**config.mk**
```make
export PLATFORM = sky130hd
export DESIGN_NAME = hall_decoder_flat
export DESIGN_NICKNAME = d
export VERILOG_FILES = /design/src/rtl/hall_pkg.sv /design/src/rtl/hall_decoder_if.sv /design/src/rtl/hall_filter.sv /design/src/rtl/hall_decoder.sv /design/src/flat_wrapper.sv
export SDC_FILE = /design/constraint.sdc
export NUM_CORES = 1
export LEC_CHECK = 0
export ABC_CLOCK_PERIOD_IN_PS = 3350
export BUFFER_PORTS_ARGS = -buffer_cell sky130_fd_sc_hd__buf_2
export CAP_MARGIN = 10
export CORE_ASPECT_RATIO = 1.2
export CORE_MARGIN = 1
export CORE_UTILIZATION = 50
export DETAILED_ROUTE_END_ITERATION = 6
export HOLD_SLACK_MARGIN = 0.15
export PLACE_DENSITY = 0.77
export SYNTH_ARGS = -nofsm -noshare
export SYNTH_HDL_FRONTEND = slang
export SYNTH_SLANG_ARGS = --single-unit
export TNS_END_PERCENT = 10
```
**constraint.sdc**
```tcl
create_clock -name clk -period 3.35 [get_ports clk]
set_input_delay 0.67 -clock clk [delete_from_list [all_inputs] [get_ports clk]]
set_output_delay 0.67 -clock clk [all_outputs]
set_load 0.005 [all_outputs]
```
**src/rtl/hall_pkg.sv**
```systemverilog
// Shared Hall-sensor definitions: code/sector lookup, forward order and FSM states.
// The same lookup is intended for reuse by the commutation logic.
package hall_pkg;

  localparam int unsigned HALL_CODE_W = 3;
  localparam int unsigned SECTOR_W    = 3;
  localparam int unsigned NUM_SECTORS = 6;

  // Forward rotation order; element [i] is the code of sector i.
  localparam logic [NUM_SECTORS-1:0][HALL_CODE_W-1:0] HALL_FWD_SEQ =
    {3'b001, 3'b011, 3'b010, 3'b110, 3'b100, 3'b101};

  typedef enum logic [0:0] {
    ST_ACQ = 1'b0,
    ST_RUN = 1'b1
  } hall_state_e;

  typedef struct packed {
    logic                illegal;
    logic [SECTOR_W-1:0] sector;
  } hall_lookup_t;

  function automatic hall_lookup_t hall_lookup(input logic [HALL_CODE_W-1:0] code);
    hall_lookup_t r;
    r.illegal = 1'b1;
    r.sector  = '0;
    for (int i = 0; i < NUM_SECTORS; i++) begin
      if (HALL_FWD_SEQ[i] == code) begin
        r.illegal = 1'b0;
        r.sector  = SECTOR_W'(i);
      end
    end
    return r;
  endfunction

  // Neighbouring sector in the forward (fwd=1) or reverse (fwd=0) direction.
  function automatic logic [SECTOR_W-1:0] sector_step(input logic [SECTOR_W-1:0] s,
                                                      input logic fwd);
    if (fwd) begin
      return (s == SECTOR_W'(NUM_SECTORS - 1)) ? '0 : s + SECTOR_W'(1);
    end
    return (s == '0) ? SECTOR_W'(NUM_SECTORS - 1) : s - SECTOR_W'(1);
  endfunction

endpackage

```
**src/rtl/hall_decoder_if.sv**
```systemverilog
// Hall sensor lines in, decoded position/speed feedback out.
interface hall_decoder_if
  import hall_pkg::*;
#(
  parameter int unsigned CNT_W = 24
);
  logic                H1;
  logic                H2;
  logic                H3;
  logic                err_clr;
  logic [SECTOR_W-1:0] sector;
  logic                sector_valid;
  logic                dir;
  logic                edge_pulse;
  logic [CNT_W-1:0]    period;
  logic                period_valid;
  logic                stalled;
  logic                hall_err;

  modport master (
    output H1, H2, H3, err_clr,
    input  sector, sector_valid, dir, edge_pulse, period, period_valid, stalled, hall_err
  );

  modport slave (
    input  H1, H2, H3, err_clr,
    output sector, sector_valid, dir, edge_pulse, period, period_valid, stalled, hall_err
  );
endinterface

```
**src/rtl/hall_filter.sv**
```systemverilog
// Two-flop synchronizer plus debounce: a code is accepted after FILT_LEN identical samples.
// chg pulses for one cycle whenever the accepted code changes.
module hall_filter
  import hall_pkg::*;
#(
  parameter int unsigned FILT_LEN = 4
) (
  input  logic                   clk,
  input  logic                   rst,
  input  logic [HALL_CODE_W-1:0] raw,
  output logic [HALL_CODE_W-1:0] code,
  output logic                   chg
);

  localparam int unsigned     STAB_W   = 8;
  localparam logic [STAB_W-1:0] STAB_MAX = STAB_W'(FILT_LEN);

  logic [HALL_CODE_W-1:0] sync1_q;
  logic [HALL_CODE_W-1:0] sync2_q;
  logic [HALL_CODE_W-1:0] cand_q;
  logic [STAB_W-1:0]      stab_q;
  logic [STAB_W-1:0]      stab_d;
  logic                   accept;

  // Stability count includes the current sample; any difference restarts it at one.
  always_comb begin
    stab_d = stab_q;
    if (sync2_q != cand_q) begin
      stab_d = STAB_W'(1);
    end else if (stab_q < STAB_MAX) begin
      stab_d = stab_q + STAB_W'(1);
    end
    accept = (stab_d == STAB_MAX) && (sync2_q != code);
  end

  always_ff @(posedge clk or posedge rst) begin
    if (rst) begin
      sync1_q <= '0;
      sync2_q <= '0;
      cand_q  <= '0;
      stab_q  <= '0;
      code    <= '0;
      chg     <= 1'b0;
    end else begin
      sync1_q <= raw;
      sync2_q <= sync1_q;
      cand_q  <= sync2_q;
      stab_q  <= stab_d;
      chg     <= accept;
      if (accept) begin
        code <= sync2_q;
      end
    end
  end

endmodule

```
**src/rtl/hall_decoder.sv**
```systemverilog
// BLDC Hall decoder: sector, direction, edge-to-edge period, stall and error detection.
module hall_decoder
  import hall_pkg::*;
#(
  parameter int unsigned FILT_LEN    = 4,
  parameter int unsigned CNT_W       = 24,
  parameter int unsigned STALL_LIMIT = 1000000
) (
  input  logic           clk,
  input  logic           rst,
  hall_decoder_if.slave  bus
);

  localparam logic [CNT_W-1:0] STALL_LAST = CNT_W'(STALL_LIMIT - 1);
  localparam logic [CNT_W-1:0] CNT_MAX    = '1;

  logic [HALL_CODE_W-1:0] code;
  logic                   chg;
  hall_lookup_t           lk;
  logic                   adj_fwd;
  logic                   adj_rev;
  logic [CNT_W-1:0]       cnt_inc;

  hall_state_e         state_q,   state_d;
  logic [SECTOR_W-1:0] sector_q,  sector_d;
  logic                valid_q,   valid_d;
  logic                dir_q,     dir_d;
  logic                edge_q,    edge_d;
  logic [CNT_W-1:0]    period_q,  period_d;
  logic                pv_q,      pv_d;
  logic                stalled_q, stalled_d;
  logic                err_q,     err_d;
  logic [CNT_W-1:0]    cnt_q,     cnt_d;
  logic                first_q,   first_d;
  logic                err_set;

  hall_filter #(.FILT_LEN(FILT_LEN)) u_filter (
    .clk  (clk),
    .rst  (rst),
    .raw  ({bus.H1, bus.H2, bus.H3}),
    .code (code),
    .chg  (chg)
  );

  assign lk      = hall_lookup(code);
  assign adj_fwd = (lk.sector == sector_step(sector_q, 1'b1));
  assign adj_rev = (lk.sector == sector_step(sector_q, 1'b0));
  assign cnt_inc = (cnt_q == CNT_MAX) ? cnt_q : cnt_q + CNT_W'(1);

  always_ff @(posedge clk or posedge rst) begin
    if (rst) begin
      state_q   <= ST_ACQ;
      sector_q  <= '0;
      valid_q   <= 1'b0;
      dir_q     <= 1'b1;
      edge_q    <= 1'b0;
      period_q  <= '0;
      pv_q      <= 1'b0;
      stalled_q <= 1'b1;
      err_q     <= 1'b0;
      cnt_q     <= '0;
      first_q   <= 1'b1;
    end else begin
      state_q   <= state_d;
      sector_q  <= sector_d;
      valid_q   <= valid_d;
      dir_q     <= dir_d;
      edge_q    <= edge_d;
      period_q  <= period_d;
      pv_q      <= pv_d;
      stalled_q <= stalled_d;
      err_q     <= err_d;
      cnt_q     <= cnt_d;
      first_q   <= first_d;
    end
  end

  always_comb begin
    state_d   = state_q;
    sector_d  = sector_q;
    valid_d   = valid_q;
    dir_d     = dir_q;
    edge_d    = 1'b0;
    period_d  = period_q;
    pv_d      = 1'b0;
    stalled_d = stalled_q;
    cnt_d     = cnt_q;
    first_d   = first_q;
    err_set   = 1'b0;

    case (state_q)
      ST_ACQ: begin
        if (chg) begin
          if (lk.illegal) begin
            err_set = 1'b1;
            valid_d = 1'b0;
          end else if (valid_q && (adj_fwd || adj_rev)) begin
            // Resuming after a stall: still-valid sector makes this a real edge.
            edge_d    = 1'b1;
            sector_d  = lk.sector;
            dir_d     = adj_fwd;
            stalled_d = 1'b0;
            cnt_d     = '0;
            first_d   = 1'b0;
            state_d   = ST_RUN;
          end else begin
            sector_d = lk.sector;
            valid_d  = 1'b1;
            cnt_d    = '0;
            first_d  = 1'b1;
            state_d  = ST_RUN;
          end
        end
      end
      ST_RUN: begin
        cnt_d = cnt_inc;
        if (chg) begin
          if (lk.illegal || !(adj_fwd || adj_rev)) begin
            err_set = 1'b1;
            valid_d = 1'b0;
            state_d = ST_ACQ;
          end else begin
            // Period only spans two edges in the same direction.
            if (!first_q && (adj_fwd == dir_q)) begin
              period_d = cnt_inc;
              pv_d     = 1'b1;
            end
            edge_d    = 1'b1;
            sector_d  = lk.sector;
            dir_d     = adj_fwd;
            stalled_d = 1'b0;
            cnt_d     = '0;
            first_d   = 1'b0;
          end
        end else if (cnt_q == STALL_LAST) begin
          stalled_d = 1'b1;
          state_d   = ST_ACQ;
        end
      end
      default: state_d = ST_ACQ;
    endcase

    err_d = err_set | (err_q & ~bus.err_clr);
  end

  assign bus.sector       = sector_q;
  assign bus.sector_valid = valid_q;
  assign bus.dir          = dir_q;
  assign bus.edge_pulse   = edge_q;
  assign bus.period       = period_q;
  assign bus.period_valid = pv_q;
  assign bus.stalled      = stalled_q;
  assign bus.hall_err     = err_q;

endmodule

```
**src/flat_wrapper.sv**
```systemverilog
// flat-port wrapper written by rule: the top's interface ports become plain ports
module hall_decoder_flat import hall_pkg::*;
#(
  parameter int unsigned FILT_LEN    = 4,
  parameter int unsigned CNT_W       = 24,
  parameter int unsigned STALL_LIMIT = 1000000
)
  (clk, rst, bus_H1, bus_H2, bus_H3, bus_err_clr, bus_sector, bus_sector_valid, bus_dir, bus_edge_pulse, bus_period, bus_period_valid, bus_stalled, bus_hall_err);
  hall_decoder_if #(.CNT_W(CNT_W)) bus_i ();
  input  logic clk;
  input  logic rst;
  input wire logic [$bits(bus_i.H1)-1:0] bus_H1;
  input wire logic [$bits(bus_i.H2)-1:0] bus_H2;
  input wire logic [$bits(bus_i.H3)-1:0] bus_H3;
  input wire logic [$bits(bus_i.err_clr)-1:0] bus_err_clr;
  output wire logic [$bits(bus_i.sector)-1:0] bus_sector;
  output wire logic [$bits(bus_i.sector_valid)-1:0] bus_sector_valid;
  output wire logic [$bits(bus_i.dir)-1:0] bus_dir;
  output wire logic [$bits(bus_i.edge_pulse)-1:0] bus_edge_pulse;
  output wire logic [$bits(bus_i.period)-1:0] bus_period;
  output wire logic [$bits(bus_i.period_valid)-1:0] bus_period_valid;
  output wire logic [$bits(bus_i.stalled)-1:0] bus_stalled;
  output wire logic [$bits(bus_i.hall_err)-1:0] bus_hall_err;
  assign bus_i.H1 = bus_H1;
  assign bus_i.H2 = bus_H2;
  assign bus_i.H3 = bus_H3;
  assign bus_i.err_clr = bus_err_clr;
  assign bus_sector = bus_i.sector;
  assign bus_sector_valid = bus_i.sector_valid;
  assign bus_dir = bus_i.dir;
  assign bus_edge_pulse = bus_i.edge_pulse;
  assign bus_period = bus_i.period;
  assign bus_period_valid = bus_i.period_valid;
  assign bus_stalled = bus_i.stalled;
  assign bus_hall_err = bus_i.hall_err;
  hall_decoder #(.FILT_LEN(FILT_LEN), .CNT_W(CNT_W), .STALL_LIMIT(STALL_LIMIT)) u_core (.clk(clk), .rst(rst), .bus(bus_i));
endmodule
```
==> qor.yml, run 1 <==
grt-busiest-layer: "met2"
grt_usage_pct: 20.4
period_needed_ns: 2.69
worstSetupPathType: "reg -> reg"
r2r_start: "u_core.u_filter.code[1]"
drtIter0Drc: 189
yosysUniqueCellTypes: 59
post-route-drc-count: 0
grt_pass1_vias: 2814
syn_nets: 408
globalplace.congestion: 0.853
fillerInstances: 690
tns_ns: 0
whs_ns: 0.317
grt_max_degree: 31
synth_seq_area_share_pct: 48.1
cts.sinks: 80
portBuffers: 38
holdBufCountCts: 0
dp_cells: 515
status: "finished, final reports clean"
ys_ff_latch: 80
num-nets-final: 439
clkPwrFrac_pct: 38.5
finish.utilization_pct: 56.9
drive_gt1_share_pct: 22.7
coreArea_um2: 8110
rrSetupSlack_ns: 0.66
cts_setup_buffers: 0
grt_pass1_wl_um: 13800
syn_area_per_cell_um2: 10.4
die-area_um2: 8710
worst_pin_slew_ns: 0.665
fin_crit_sh_pct: 80.2
stdcell_count: 531
met3_usage_pct: 4.77
synth_warnings: 0
drv_cap: 0
postRouteAntennaNets: 0
cts_resized: 0
firstDrtPassIters: 5
hp-class: "in -> async"
ys.flop_type: "dfrtp_1"
power_density_nw_per_um2: 401
path_clk_slew_ns: 0.08
ir_drop_uv: 279
die_height_um: 102
rr_worst_depth: 7
cts_made_buffers: 9
use_met1_pct: 29.3
dieWidth_um: 85.3
insertedDiodeCount: 0
p_leak_nw: 2.23
rows: 36
netSwitchingPower_uw: 435
seq_power_share_pct: 54.8
initial_core_util_pct: 51.4
p_int_mw: 1.42
fin_skew_ns: 0.00869
overflow: 0
cp-end-kind: "flop"
required_ns: 3.60
clk_path_buf_depth: 2
mostFrequentLayoutCells: "77 x dfrtp_1, 38 x buf_2, 36 x nand2_1, 25 x a31oi_1"
area_growth_pct: 10.8
clockRootBuffer: "clkbuf_8"
ios: 39
pwr-share-comb_pct: 6.7
rsz0062_at_grt: "false"
syn_inst: 400
cp_max_fo: 25
synth_area_um2: 4170
synth-edff-count: 0
r2r-end: "u_core.bus.period[19]"
swShare_pct: 23.5
p_total_mw: 1.85
dp_hpwl_um: 5530
setup_viol: 0
layout_commonest_cell: "dfrtp_1"
fmax_mhz: 372
wire_per_inst_um: 15.1
maxSlewHeadroom_pct: 55.6
htree_levels: 3
tritoncts: "yes"
via_count: 3089
hold_viol: 0
cp-start-kind: "flop"
grt_util_met2_pct: 29.7
clock_latency_ns: 0.36
async_flop_share_pct: 100
antenna_found_initial: 0
cp.arrival_ns: 2.93
drv_slew: 0
via_per_inst: 5.82
routed_wl_um: 8010
[cells in the mapped netlist (2+ instances only)]
master    instances  area, µm²
nor4b_1           2       17.5
inv_1             9       33.8
nor3b_1           2       15.0
ha_1              2       25.0
and3_1            8       50.1
nand4_1           5       31.3
xnor2_1          15        131
nor2_1           19       71.3
mux2i_1           4       40.0
clkbuf_1         10       37.5
xor2_1           15        131
buf_1             2       7.51
nor3_2            3       30.0
nor3_1           10       50.1
or4_1             3       22.5
o21ai_0          16       80.1
a31oi_1          25        156
nor2b_1           5       31.3
a311o_1           2       20.0
a21oi_1          19       95.1
dfstp_2           3       78.8
and4_1            2       17.5
mux2_4           19        285
nand3_1          18       90.1
buf_2             9       45.0
nand2_1          36        135
and2_1            6       37.5
dfrtp_1          77       1930
a41oi_1           2       17.5
or2_2             3       18.8
nand2b_1         10       62.6
a22o_1            2       17.5
nor4_1            3       18.8
mux2_2            7       78.8
buf_6             2       22.5
or3_1             2       12.5
[flip-flops by register name, indices dropped and copies added, names as in the netlist, 3 cells and up]
signal / count
u_core.bus.sector: 3
u_core.u_filter.stab_q: 8
u_core.u_filter.code: 3
u_core.bus.period: 24
u_core.cnt_q: 24
u_core.u_filter.sync2_q: 3
u_core.u_filter.sync1_q: 3
u_core.u_filter.cand_q: 3
[critical path, stage by stage, from the launching register on]
cell      delay [ns]
dfrtp_1         0.71
or4b_1          0.49
a21boi_1        0.20
o211ai_2        0.14
xnor2_2         0.17
nand4_4         0.09
buf_4           0.39
mux2_2          0.39
[power by group through the flow]
stage                     Clock [mW]  Sequential, mW  Combinational (mW)
after floorplan                    0            1.01               0.113
after global placement             0            1.03               0.121
after detailed placement           0            1.03               0.125
after CTS                      0.737            1.01               0.125
after global routing           0.787            1.02               0.142
final                          0.714            1.01               0.124
[layout make-up]
| class | instances | area (µm²) | area share [%] |
|---|---|---|---|
| inverter | 9 | 35.0 | 0.759 |
| clock buffer | 13 | 159 | 3.44 |
| timing repair buffer | 44 | 248 | 5.37 |
| clock inverter | 3 | 42.5 | 0.921 |
| sequential | 80 | 2010 | 43.4 |
| tap | 95 | 119 | 2.57 |
| multi-input combinational | 287 | 2010 | 43.5 |
[logic make-up (layout without fill, tap and decap cells)]
group	Yosys count	in the layout	share of synthesized area, %
compound gates	82	82	12.7
flops	80	80	48.1
mux	31	31	9.97
buf+inv	33	69	3.69
simple gates	141	141	18.3
fa+ha+maj	2	2	0.600
xor+xnor	31	31	6.69
[worst max-delay path by stage]
stage,from,endpoint,slack [ns],cells past startpoint
floorplan,rst,u_core.bus.edge_pulse,0.63,1
global placement,u_core.u_filter.code[1],u_core.bus.period[19],0.75,7
detailed placement,u_core.u_filter.code[1],u_core.bus.period[19],0.65,7
CTS,u_core.u_filter.code[1],u_core.bus.period[19],0.65,7
global route,u_core.u_filter.code[1],u_core.cnt_q[9],0.41,7
finish,u_core.u_filter.code[1],u_core.bus.period[19],0.66,7
[per-layer routing]
| metal | share of wire (%) | vias to the layer above |
|---|---|---|
| met5 | 0 | - |
| met4 | 2.0 | 0 |
| met3 | 4.2 | 12 |
| met2 | 46 | 84 |
| met1 | 48 | 1495 |
| li1 | - | 1498 |
[through the flow]
step                      cell area (µm²)  setup slack (ns)
final                                4620             0.663
after global routing                 4620             0.411
after CTS                            4620             0.652
after detailed placement             4420             0.653
after global placement               4420             0.749
after floorplan                      4170             0.633
Power figures use the tool's default switching activity.
==> inputs of run 2 (changes only) <==
- ABC_CLOCK_PERIOD_IN_PS: 3350 -> 2300
- PLACE_DENSITY: 0.77 -> 0.8
- clock period: 3.35 -> 2.3 ns (I/O delays scaled with it)
==> run 2 against run 1 <==
Net effect:
- the flow now finishes with violations (DRC)
- combinational power rose by 97%
- worst setup slack got worse by 0.62 ns
- first-iteration DRC count fell by 5.3%
- critical path type unchanged
- wire length rose by 13%
- cell area rose by 6.5%
==> qor.yml, run 2 (synthesized netlist as in run 1, its figures left out) <==
status: "finished with violations"
failed_checks: "DRC"
setup_viol: 0
antenna_found_initial: 0
worstSetupPathType: "reg -> reg"
mostFrequentLayoutCells: "76 x dfrtp_1, 38 x buf_2, 36 x nand2_1, 34 x buf_4, 25 x a31oi_1"
swShare_pct: 24.5
portBuffers: 38
clockRootBuffer: "clkbuf_8"
die-area_um2: 8710
cts.sinks: 80
required_ns: 2.55
tritoncts: "yes"
cp-start-kind: "flop"
maxSlewHeadroom_pct: 56.7
drtIter0Drc: 179
cts_made_buffers: 9
initial_core_util_pct: 51.4
clk_path_buf_depth: 2
area_growth_pct: 18.0
via_count: 3241
rsz0062_at_grt: "true"
coreArea_um2: 8110
cp_max_fo: 25
pwr-share-comb_pct: 8.6
post-route-drc-count: 1
seq_power_share_pct: 51.2
fmax_mhz: 444
globalplace.congestion: 0.844
grt_max_degree: 35
num-nets-final: 470
period_needed_ns: 2.25
hp-class: "in -> async"
p_int_mw: 2.14
fin_crit_sh_pct: 98.0
p_leak_nw: 2.41
postRouteAntennaNets: 0
htree_levels: 3
rows: 36
cp-end-kind: "flop"
overflow: 0
via_per_inst: 5.77
ir_drop_uv: 411
grt_pass1_wl_um: 15100
path_clk_slew_ns: 0.08
drv_slew: 0
dp_hpwl_um: 6330
dieWidth_um: 85.3
clock_latency_ns: 0.36
drive_gt1_share_pct: 29.6
die_height_um: 102
ios: 39
grt_pass1_vias: 3129
layout_commonest_cell: "dfrtp_1"
drv_cap: 0
firstDrtPassIters: 6
hold_viol: 0
insertedDiodeCount: 0
worst_pin_slew_ns: 0.648
routed_wl_um: 9060
fillerInstances: 659
dpl_worst_slack_ns: 0.0100
wire_per_inst_um: 16.1
fin_skew_ns: 0.00706
cp.arrival_ns: 2.51
power_density_nw_per_um2: 577
p_total_mw: 2.84
timing.final.ws_setup_ns: 0.0460
netSwitchingPower_uw: 694
grt_usage_pct: 22.3
clkPwrFrac_pct: 40.2
[run 2: path summary, 6_finish.rpt]
| check | from | end | slack (ns) | cells past startpoint |
|---|---|---|---|---|
| worst max register to register | u_core.bus.sector[2] | u_core.bus.period[17] | 0.05 | 7 |
| worst min-delay path | rst | u_core.cnt_q[21] | 0.18 | 2 |
| worst min register to register | u_core.u_filter.sync1_q[0] | u_core.u_filter.sync2_q[0] | 0.35 | 0 |
| worst max-delay path | u_core.bus.sector[2] | u_core.bus.period[17] | 0.05 | 7 |
| max in group asynchronous | rst | u_core.bus.dir | 1.51 | 3 |
| min in group clk | bus_H3 | u_core.u_filter.sync1_q[0] | 0.20 | 1 |
[run 2: worst max-delay path, cell delays in order (launching register included)]
cell and delay (ns):
dfrtp_2 0.45, or4b_1 0.48, a21boi_1 0.19, o211ai_2 0.15, xnor2_2 0.18, nand4_4 0.11, buf_12 0.22, mux2_2 0.37
[run 2: layout make-up]
cell class | count | area (µm²) | share of cell area, %
tap | 95 | 119 | 2.42
sequential | 80 | 2010 | 40.8
timing repair buffer | 75 | 505 | 10.3
clock inverter | 7 | 95.1 | 1.93
inverter | 9 | 37.5 | 0.763
clock buffer | 9 | 124 | 2.52
multi-input combinational | 287 | 2030 | 41.3
[run 2: per-stage QoR]
stage	instances	util [%]	hold slack (ns)	setup TNS, ns	area, µm²
after floorplan	400	-	0.331	0	4170
after global routing	562	60.6	0.184	-0.458	4920
after detailed placement	545	57.6	0.335	0	4670
final	562	60.6	0.177	0	4920
after global placement	545	57.6	0.332	0	4670
after CTS	561	60.3	0.180	0	4890
[run 2: repair_timing]
action                                  CTS  global route
pin swaps                                 0             2
buffers inserted                          0             1
resized for setup                         1             5
endpoints found under the setup margin    1            36
hold buffers                              0             0
[run 2: layer usage]
layer  GRT usage [%]  vias to the layer above  share of wire, %
met5               0                        -                 0
met4            8.85                        0               1.7
li1                -                     1554                 -
met1            29.6                     1603                43
met2            36.6                       71                51
met3            4.36                       13               4.1
[run 2: power groups by stage]
stage,clock network [mW],logic [mW],registers (mW)
global route,1.22,0.276,1.46
finish,1.14,0.244,1.45
global placement,0,0.231,1.48
CTS,1.17,0.246,1.45
detailed placement,0,0.243,1.48
floorplan,0,0.165,1.48
==> inputs of run 3 (changes only) <==
- RECOVER_POWER: not set -> 50
==> run 3 against run 2 <==
Net effect:
- the run still ends with DRC left
- clock power hardly changed
- utilization shrank 0.31 points
- cell area decreased by 0.51%
- critical path depth stayed put
- global-route usage stayed put
- clock skew is essentially flat
- die area unchanged
- final cell count unchanged
- sequential share of layout area rose by 0.21 points
- sequential power about the same
==> qor.yml, run 3 (synthesized netlist as in run 1, its figures left out) <==
status: "finished with violations"
failed_checks: "DRC"
post-route-drc-count: 1
clock_latency_ns: 0.37
whs_ns: 0.198
period_needed_ns: 2.26
hp-class: "in -> reg"
grt-busiest-layer: "met2"
power_density_nw_per_um2: 578
die_height_um: 102
p_total_mw: 2.83
clk_path_buf_depth: 2
overflow: 0
via_count: 3258
met3_usage_pct: 4.36
num-nets-final: 470
portBuffers: 38
postRouteAntennaNets: 0
drv_slew: 0
worstSetupPathType: "reg -> reg"
mostFrequentLayoutCells: "76 x dfrtp_1, 38 x buf_2, 36 x nand2_1, 32 x buf_4, 25 x a31oi_1"
clockRootBuffer: "clkbuf_8"
cp-start-kind: "flop"
cp.arrival_ns: 2.51
cts_made_buffers: 9
cp-end-kind: "flop"
required_ns: 2.55
p_leak_nw: 2.40
globalplace.congestion: 0.844
layout_commonest_cell: "dfrtp_1"
via_per_inst: 5.80
fmax_mhz: 443
ios: 39
use_met1_pct: 29.6
dieWidth_um: 85.3
cts.sinks: 80
grt_util_met2_pct: 36.6
tns_ns: 0
antenna_found_initial: 0
rsz0062_at_grt: "true"
htree_levels: 3
drive_gt1_share_pct: 29.1
placed_area_um2: 4670
wire_per_inst_um: 16.1
grt_pass1_wl_um: 15100
grt_max_degree: 35
holdBufCountCts: 0
ir_drop_uv: 408
drtIter0Drc: 188
firstDrtPassIters: 6
setup_viol: 0
coreArea_um2: 8110
maxSlewHeadroom_pct: 17.2
routed_wl_um: 9030
initial_core_util_pct: 51.4
area_growth_pct: 17.4
fin_crit_sh_pct: 98.1
grt_usage_pct: 22.3
worst_pin_slew_ns: 1.24
path_clk_slew_ns: 0.08
dp_hpwl_um: 6330
grt_pass1_vias: 3129
rows: 36
fin_skew_ns: 0.00743
tritoncts: "yes"
cp_max_fo: 25
fin_area_um2: 4890
die-area_um2: 8710
hold_viol: 0
insertedDiodeCount: 0
drv_cap: 0
## run 3: timing repair
item / in CTS / in global routing
pin swaps: 0 / 2
setup buffers: 0 / 1
setup endpoints to repair: 1 / 36
gates resized for setup: 1 / 5
hold endpoints to repair: 0 / 0
## run 3: worst paths after layout
check | start | endpoint | slack, ns | depth (start not counted)
max in group asynchronous | rst | u_core.bus.sector[2] | 0.62 | 3
hold reg to reg | u_core.u_filter.sync1_q[0] | u_core.u_filter.sync2_q[0] | 0.35 | 0
setup reg to reg | u_core.bus.sector[2] | u_core.bus.period[18] | 0.04 | 7
setup / recovery | u_core.bus.sector[2] | u_core.bus.period[18] | 0.04 | 7
hold / removal | bus_H3 | u_core.u_filter.sync1_q[0] | 0.20 | 1
min in group asynchronous | rst | u_core.cnt_q[20] | 0.34 | 2
## run 3: critical path: stages, from the launching register on
cell      delay [ns]
dfrtp_2         0.45
or4b_1          0.48
a21boi_1        0.19
o211ai_2        0.15
xnor2_2         0.21
nand4_4         0.13
buf_12          0.21
mux2_1          0.32
## run 3: final cells by class
type	count	area [µm²]
sequential	80	2010
clock buffer	9	124
tap	95	119
clock inverter	7	95.1
fill	665	3220
inverter	9	35.0
multi-input combinational	287	2030
timing repair buffer	75	483
## run 3: routing by layer
metal	up-vias	wire, µm	share of wire [%]
met5	-	0	0
li1	1554	-	-
met3	13	360	4.0
met4	0	150	1.7
met2	74	4570	51
met1	1617	3940	44
## run 3: report_power, final
group	switching, mW	internal [mW]
registers	0.0208	1.43
clock network	0.526	0.612
logic	0.144	0.0947
total	0.691	2.14
## run 3: through the flow
step                setup WS [ns]  utilization [%]  cells
global route              -0.0547             60.3    562
CTS                        0.0142             60.3    561
finish                     0.0444             60.3    562
floorplan                  0.0602                -    400
global placement            0.123             57.6    545
detailed placement         0.0100             57.6    545
